**src/rtl/adder_pkg.sv**
```systemverilog
// Shared constants and helpers for the pipelined ripple adder.
package adder_pkg;

    localparam int unsigned ADDER_WIDTH = 16;
    localparam int unsigned ADDER_SEG_W = 4;

    // Number of pipeline segments for a given operand width and segment width.
    function automatic int unsigned nseg(input int unsigned width, input int unsigned seg_w);
        return width / seg_w;
    endfunction

endpackage

```
**src/rtl/adder_segment.sv**
```systemverilog
// One pipeline segment: a ripple chain of NAND-built full-adder bit cells.
module adder_segment
    import adder_pkg::*;
#(
    parameter int unsigned SEG_W = ADDER_SEG_W
) (
    input  logic [SEG_W-1:0] a,
    input  logic [SEG_W-1:0] b_eff,
    input  logic             cin,
    output logic [SEG_W-1:0] sum,
    output logic [SEG_W-1:0] p,
    output logic [SEG_W-1:0] g,
    output logic [SEG_W-1:0] c,
    output logic             cout
);

    logic carry;
    logic n_ab;
    logic n_a;
    logic n_b;
    logic n_pc;
    logic n_px;
    logic n_cx;

    // Ripple through the bit cells; each cell is a 9-NAND full adder.
    always_comb begin
        sum   = '0;
        p     = '0;
        g     = '0;
        c     = '0;
        carry = cin;
        n_ab  = 1'b1;
        n_a   = 1'b1;
        n_b   = 1'b1;
        n_pc  = 1'b1;
        n_px  = 1'b1;
        n_cx  = 1'b1;
        for (int unsigned i = 0; i < SEG_W; i++) begin
            n_ab   = ~(a[i] & b_eff[i]);
            n_a    = ~(a[i] & n_ab);
            n_b    = ~(b_eff[i] & n_ab);
            p[i]   = ~(n_a & n_b);
            g[i]   = ~n_ab;
            n_pc   = ~(p[i] & carry);
            n_px   = ~(p[i] & n_pc);
            n_cx   = ~(carry & n_pc);
            sum[i] = ~(n_px & n_cx);
            carry  = ~(n_ab & n_pc);
            c[i]   = carry;
        end
        cout = carry;
    end

endmodule

```
**src/rtl/pipelined_ripple_adder.sv**
```systemverilog
// Segmented ripple-carry add/sub with one register stage per segment and stall-all backpressure.
module pipelined_ripple_adder
    import adder_pkg::*;
#(
    parameter int unsigned WIDTH = ADDER_WIDTH,
    parameter int unsigned SEG_W = ADDER_SEG_W
) (
    input  logic             clk,
    input  logic             rst,
    input  logic             in_valid,
    output logic             in_ready,
    input  logic [WIDTH-1:0] a,
    input  logic [WIDTH-1:0] b,
    input  logic             cin,
    input  logic             sub,
    output logic             out_valid,
    input  logic             out_ready,
    output logic [WIDTH-1:0] sum,
    output logic             cout,
    output logic             ovf,
    output logic [WIDTH-1:0] p_out,
    output logic [WIDTH-1:0] g_out,
    output logic [WIDTH-1:0] c_out
);

    localparam int unsigned NSEG = nseg(WIDTH, SEG_W);

    // Per-stage payload: skewed operands ahead, deskewed results behind, inter-segment carry.
    typedef struct packed {
        logic             valid;
        logic [WIDTH-1:0] a;
        logic [WIDTH-1:0] b;
        logic [WIDTH-1:0] sum;
        logic [WIDTH-1:0] p;
        logic [WIDTH-1:0] g;
        logic [WIDTH-1:0] c;
        logic             carry;
        logic             ovf;
    } stage_t;

    stage_t           src     [NSEG];
    stage_t           stage_d [NSEG];
    stage_t           stage_q [NSEG];
    logic [SEG_W-1:0] seg_a   [NSEG];
    logic [SEG_W-1:0] seg_b   [NSEG];
    logic [SEG_W-1:0] seg_s   [NSEG];
    logic [SEG_W-1:0] seg_p   [NSEG];
    logic [SEG_W-1:0] seg_g   [NSEG];
    logic [SEG_W-1:0] seg_c   [NSEG];
    logic             seg_ci  [NSEG];
    logic             seg_co  [NSEG];
    logic             adv;
    logic             msb_cin;

    // Whole pipe advances unless the output holds a beat nobody takes.
    assign adv      = !stage_q[NSEG-1].valid || out_ready;
    assign in_ready = adv;

    // Stage sources: fresh beat for segment 0, previous stage register otherwise.
    always_comb begin
        for (int unsigned k = 0; k < NSEG; k++) begin
            src[k] = '0;
        end
        src[0].valid = in_valid && adv;
        src[0].a     = a;
        src[0].b     = sub ? ~b : b;
        src[0].carry = sub ? 1'b1 : cin;
        for (int unsigned k = 1; k < NSEG; k++) begin
            src[k] = stage_q[k-1];
        end
        for (int unsigned k = 0; k < NSEG; k++) begin
            seg_a[k]  = src[k].a[k*SEG_W +: SEG_W];
            seg_b[k]  = src[k].b[k*SEG_W +: SEG_W];
            seg_ci[k] = src[k].carry;
        end
    end

    for (genvar k = 0; k < NSEG; k++) begin : g_seg
        adder_segment #(.SEG_W(SEG_W)) u_seg (
            .a     (seg_a[k]),
            .b_eff (seg_b[k]),
            .cin   (seg_ci[k]),
            .sum   (seg_s[k]),
            .p     (seg_p[k]),
            .g     (seg_g[k]),
            .c     (seg_c[k]),
            .cout  (seg_co[k])
        );
    end

    // Carry into the MSB comes from inside the last segment.
    if (SEG_W == 1) begin : g_msb_single
        assign msb_cin = seg_ci[NSEG-1];
    end else begin : g_msb_chain
        assign msb_cin = seg_c[NSEG-1][SEG_W-2];
    end

    // Merge each segment's results into its stage payload; overflow set in the last stage.
    always_comb begin
        for (int unsigned k = 0; k < NSEG; k++) begin
            stage_d[k]                         = src[k];
            stage_d[k].sum[k*SEG_W +: SEG_W]   = seg_s[k];
            stage_d[k].p[k*SEG_W +: SEG_W]     = seg_p[k];
            stage_d[k].g[k*SEG_W +: SEG_W]     = seg_g[k];
            stage_d[k].c[k*SEG_W +: SEG_W]     = seg_c[k];
            stage_d[k].carry                   = seg_co[k];
        end
        stage_d[NSEG-1].ovf = seg_co[NSEG-1] ^ msb_cin;
    end

    // Stage registers: cleared on reset, held while the pipe is stalled.
    always_ff @(posedge clk or posedge rst) begin
        if (rst) begin
            for (int unsigned k = 0; k < NSEG; k++) begin
                stage_q[k] <= '0;
            end
        end else if (adv) begin
            for (int unsigned k = 0; k < NSEG; k++) begin
                stage_q[k] <= stage_d[k];
            end
        end
    end

    assign out_valid = stage_q[NSEG-1].valid;
    assign sum       = stage_q[NSEG-1].sum;
    assign cout      = stage_q[NSEG-1].carry;
    assign ovf       = stage_q[NSEG-1].ovf;
    assign p_out     = stage_q[NSEG-1].p;
    assign g_out     = stage_q[NSEG-1].g;
    assign c_out     = stage_q[NSEG-1].c;

endmodule

```
**config.mk**
```make
export PLATFORM = sky130hd
export DESIGN_NAME = pipelined_ripple_adder
export DESIGN_NICKNAME = d
export VERILOG_FILES = /design/src/rtl/adder_pkg.sv /design/src/rtl/adder_segment.sv /design/src/rtl/pipelined_ripple_adder.sv
export SDC_FILE = /design/constraint.sdc
export NUM_CORES = 1
export LEC_CHECK = 0
export ABC_AREA = 1
export BUFFER_PORTS_ARGS = -buffer_cell sky130_fd_sc_hd__buf_2
export CORE_MARGIN = 2
export CORE_UTILIZATION = 55
export DETAILED_ROUTE_END_ITERATION = 12
export GPL_TIMING_DRIVEN = 0
export PLACE_DENSITY = 0.76
export SYNTH_ARGS = -nofsm -noshare
export SYNTH_HDL_FRONTEND = slang
export SYNTH_SLANG_ARGS = --single-unit
```
**constraint.sdc**
```tcl
create_clock -name clk -period 9.62 [get_ports clk]
set_input_delay 0.962 -clock clk [delete_from_list [all_inputs] [get_ports clk]]
set_output_delay 0.962 -clock clk [all_outputs]
set_load 0.03 [all_outputs]
```
==> reports/metrics.cfg <==
[timing]
finalCritPeriodShare=0.326
worst-slew-pin-transition_ns=0.619
setup_slack_ns=6.48
max_freq_mhz=319
setup_tns_ns=0
drv_slew=0
period_minus_slack_ns=3.14
slew_headroom=0.588
finClkSkew_ns=0.00933
finalSetupViolCount=0
finalHoldViolCount=0
rsz0062_at_grt=no

[clocking]
cts_setup_buffers=0
htreeDepth=1
cts_buffers=22
ctsHoldBuffers=0
cts_buffer_depth=3
cts_tree=done
clk_latency_ns=0.50
cts_sinks=213
path_clk_slew_ns=0.06
cts_resized=0
root_buffer=clkbuf_16

[pwr]
p_leak_nw=5.61
p_sw_mw=1.45
peakVddDrop_uv=175
power_frac_comb=0.358
seqPwrFrac=0.411
p_int_mw=2.24
power.density_nw_per_um2=358
switching_share=0.393
power_frac_clock=0.232

[layout]
syn_to_final_growth_pct=17.8
layout-drive-gt1-share=0.177
num_antenna_cells=0
register_area_um2=5330
fillers=1256
fin_nets=1137
layout_common_cells=nand2_1 (448), dfrtp_1 (213), buf_2 (120), o21ai_0 (92), inv_1 (71)
multi_input_area_um2=2830
final_common_cell=nand2_1

[drt]
first_pass_iters=5
drt-vias-per-instance=5.01
postRouteWirelength_mm=19.9
drcViolationCount=0
drt-initial-drc-count=506
vias=6498
routedWlPerCell_um=15.3
ant_nets=0

[floorplan]
die_h_um=130
start_util=0.557
chipWidth_um=130
io_pins=106
core_area_um2=15700
die-area_um2=16900
rows=46

[synth]
synthDistinctLibCells=17
synth_cells=938
yosysSeqAreaShare=0.609
avgSynthCellArea_um2=9.33
yosys_warnings=0
synth_seq_cells=213
synth_nets=1008
synthTopCellsByArea=dfrtp_1 (61%), nand2_1 (19%), o21ai_0 (5.3%)
synth_top_area_cell=dfrtp_1
synth_top_area_frac=0.609
syn_area_um2=8760

[setup_path]
end_kind=flip-flop
cp.required_ns=10.01
cp_max_fo=10
worst_setup_path_start_kind=input pin
critPathArrivalTime_ns=3.52
criticalPathCategory=in2reg

[global_route]
overflow=0
grt_use_total=0.246
grt_max_degree=126
antenna_found_initial=0
grt_pass1_wl_mm=32.3
grt_pass1_vias=6273

[hold_path]
worstHoldPathType=reg2reg

[placement]
dp_hpwl_mm=14.1
routabilityCongestion=0.844
pre_cts_slack_ns=5.94
io_buffers=104

[job]
maxCapViolCount=0

[outcome]
status=finished clean

## sequential cells by signal, summed over array words and instances (netlist names)
signal,flops
src,120
g_out,16
c_out,16
seg_b,12
ovf,1
seg_a,12
p_out,16
sum,16
out_valid,1
seg_ci,3
## layout make-up
| cell class | instances | share of cell area |
|---|---|---|
| clock buffer | 30 | 0.0613 |
| tap | 216 | 0.0262 |
| sequential | 213 | 0.517 |
| timing repair buffer | 105 | 0.0531 |
| buffer | 50 | 0.0307 |
| clock inverter | 9 | 0.00959 |
| inverter | 74 | 0.0277 |
| multi-input combinational | 601 | 0.275 |
## metrics by stage
| step | cells | utilization | cell area, um2 | power [mW] | hold slack [ns] |
|---|---|---|---|---|---|
| global placement | 1258 | 0.608 | 9550 | 2.79 | 0.429 |
| detailed placement | 1259 | 0.610 | 9580 | 2.84 | 0.453 |
| global route | 1298 | 0.656 | 10300 | 3.96 | 0.490 |
| floorplan | 938 | - | 8760 | 2.40 | 0.420 |
| CTS | 1298 | 0.656 | 10300 | 3.71 | 0.468 |
| finish | 1298 | 0.656 | 10300 | 3.69 | 0.464 |
## per-layer routing
layer,track usage,vias up,routed length (um)
met4,0.0727,0,466
li1,-,3142,-
met2,0.390,198,9110
met1,0.356,3117,9070
met3,0.0418,41,1220
met5,0,-,0
## cell families (layout without fill, tap and decap cells)
kind of cell	Yosys count	after routing	synth area share
compound gates	103	103	0.0589
simple gates	462	462	0.201
buf+inv	124	268	0.0679
fa+ha+maj	32	32	0.0594
flops	213	213	0.609
xor+xnor	4	4	0.00400
## path summary, 6_finish.rpt
| check | start | to | slack (ns) | cells past startpoint |
|---|---|---|---|---|
| worst max register to register | seg_ci[1] | src[61] | 6.86 | 6 |
| max in group asynchronous | rst | src[250] | 8.11 | 3 |
| worst min-delay path | g_out[3] | g_out[3] | 0.46 | 2 |
| worst min register to register | g_out[3] | g_out[3] | 0.46 | 2 |
| worst max-delay path | sub | src[251] | 6.48 | 9 |
| min in group asynchronous | rst | g_out[1] | 0.53 | 2 |
## synth_stat cells, drive strengths merged
| master | count |
|---|---|
| nand2 | 449 |
| dfrtp | 213 |
| o21ai | 103 |
| inv | 74 |
| buf | 45 |
| fa | 16 |
| ha | 16 |
| nand3 | 11 |
| clkbuf | 5 |
| xnor2 | 3 |
| nor2 | 1 |
| or2 | 1 |
| xor2 | 1 |
## power by group through the flow
stage	sequential (mW)	clock, mW	combinational (mW)
3_5_place_dp	1.52	0	1.31
3_3_place_gp	1.52	0	1.27
2_1_floorplan	1.72	0	0.676
5_1_grt	1.56	0.912	1.48
4_1_cts	1.51	0.868	1.33
6_report	1.52	0.855	1.32
## worst max-delay path: stages
cell	delay [ns]
buf_2	0.22
buf_2	0.25
xor2_1	0.29
fa_1	0.24
inv_1	0.07
fa_1	0.43
fa_1	0.45
fa_1	0.52
o21ai_0	0.08
Power figures use the tool's default switching activity.
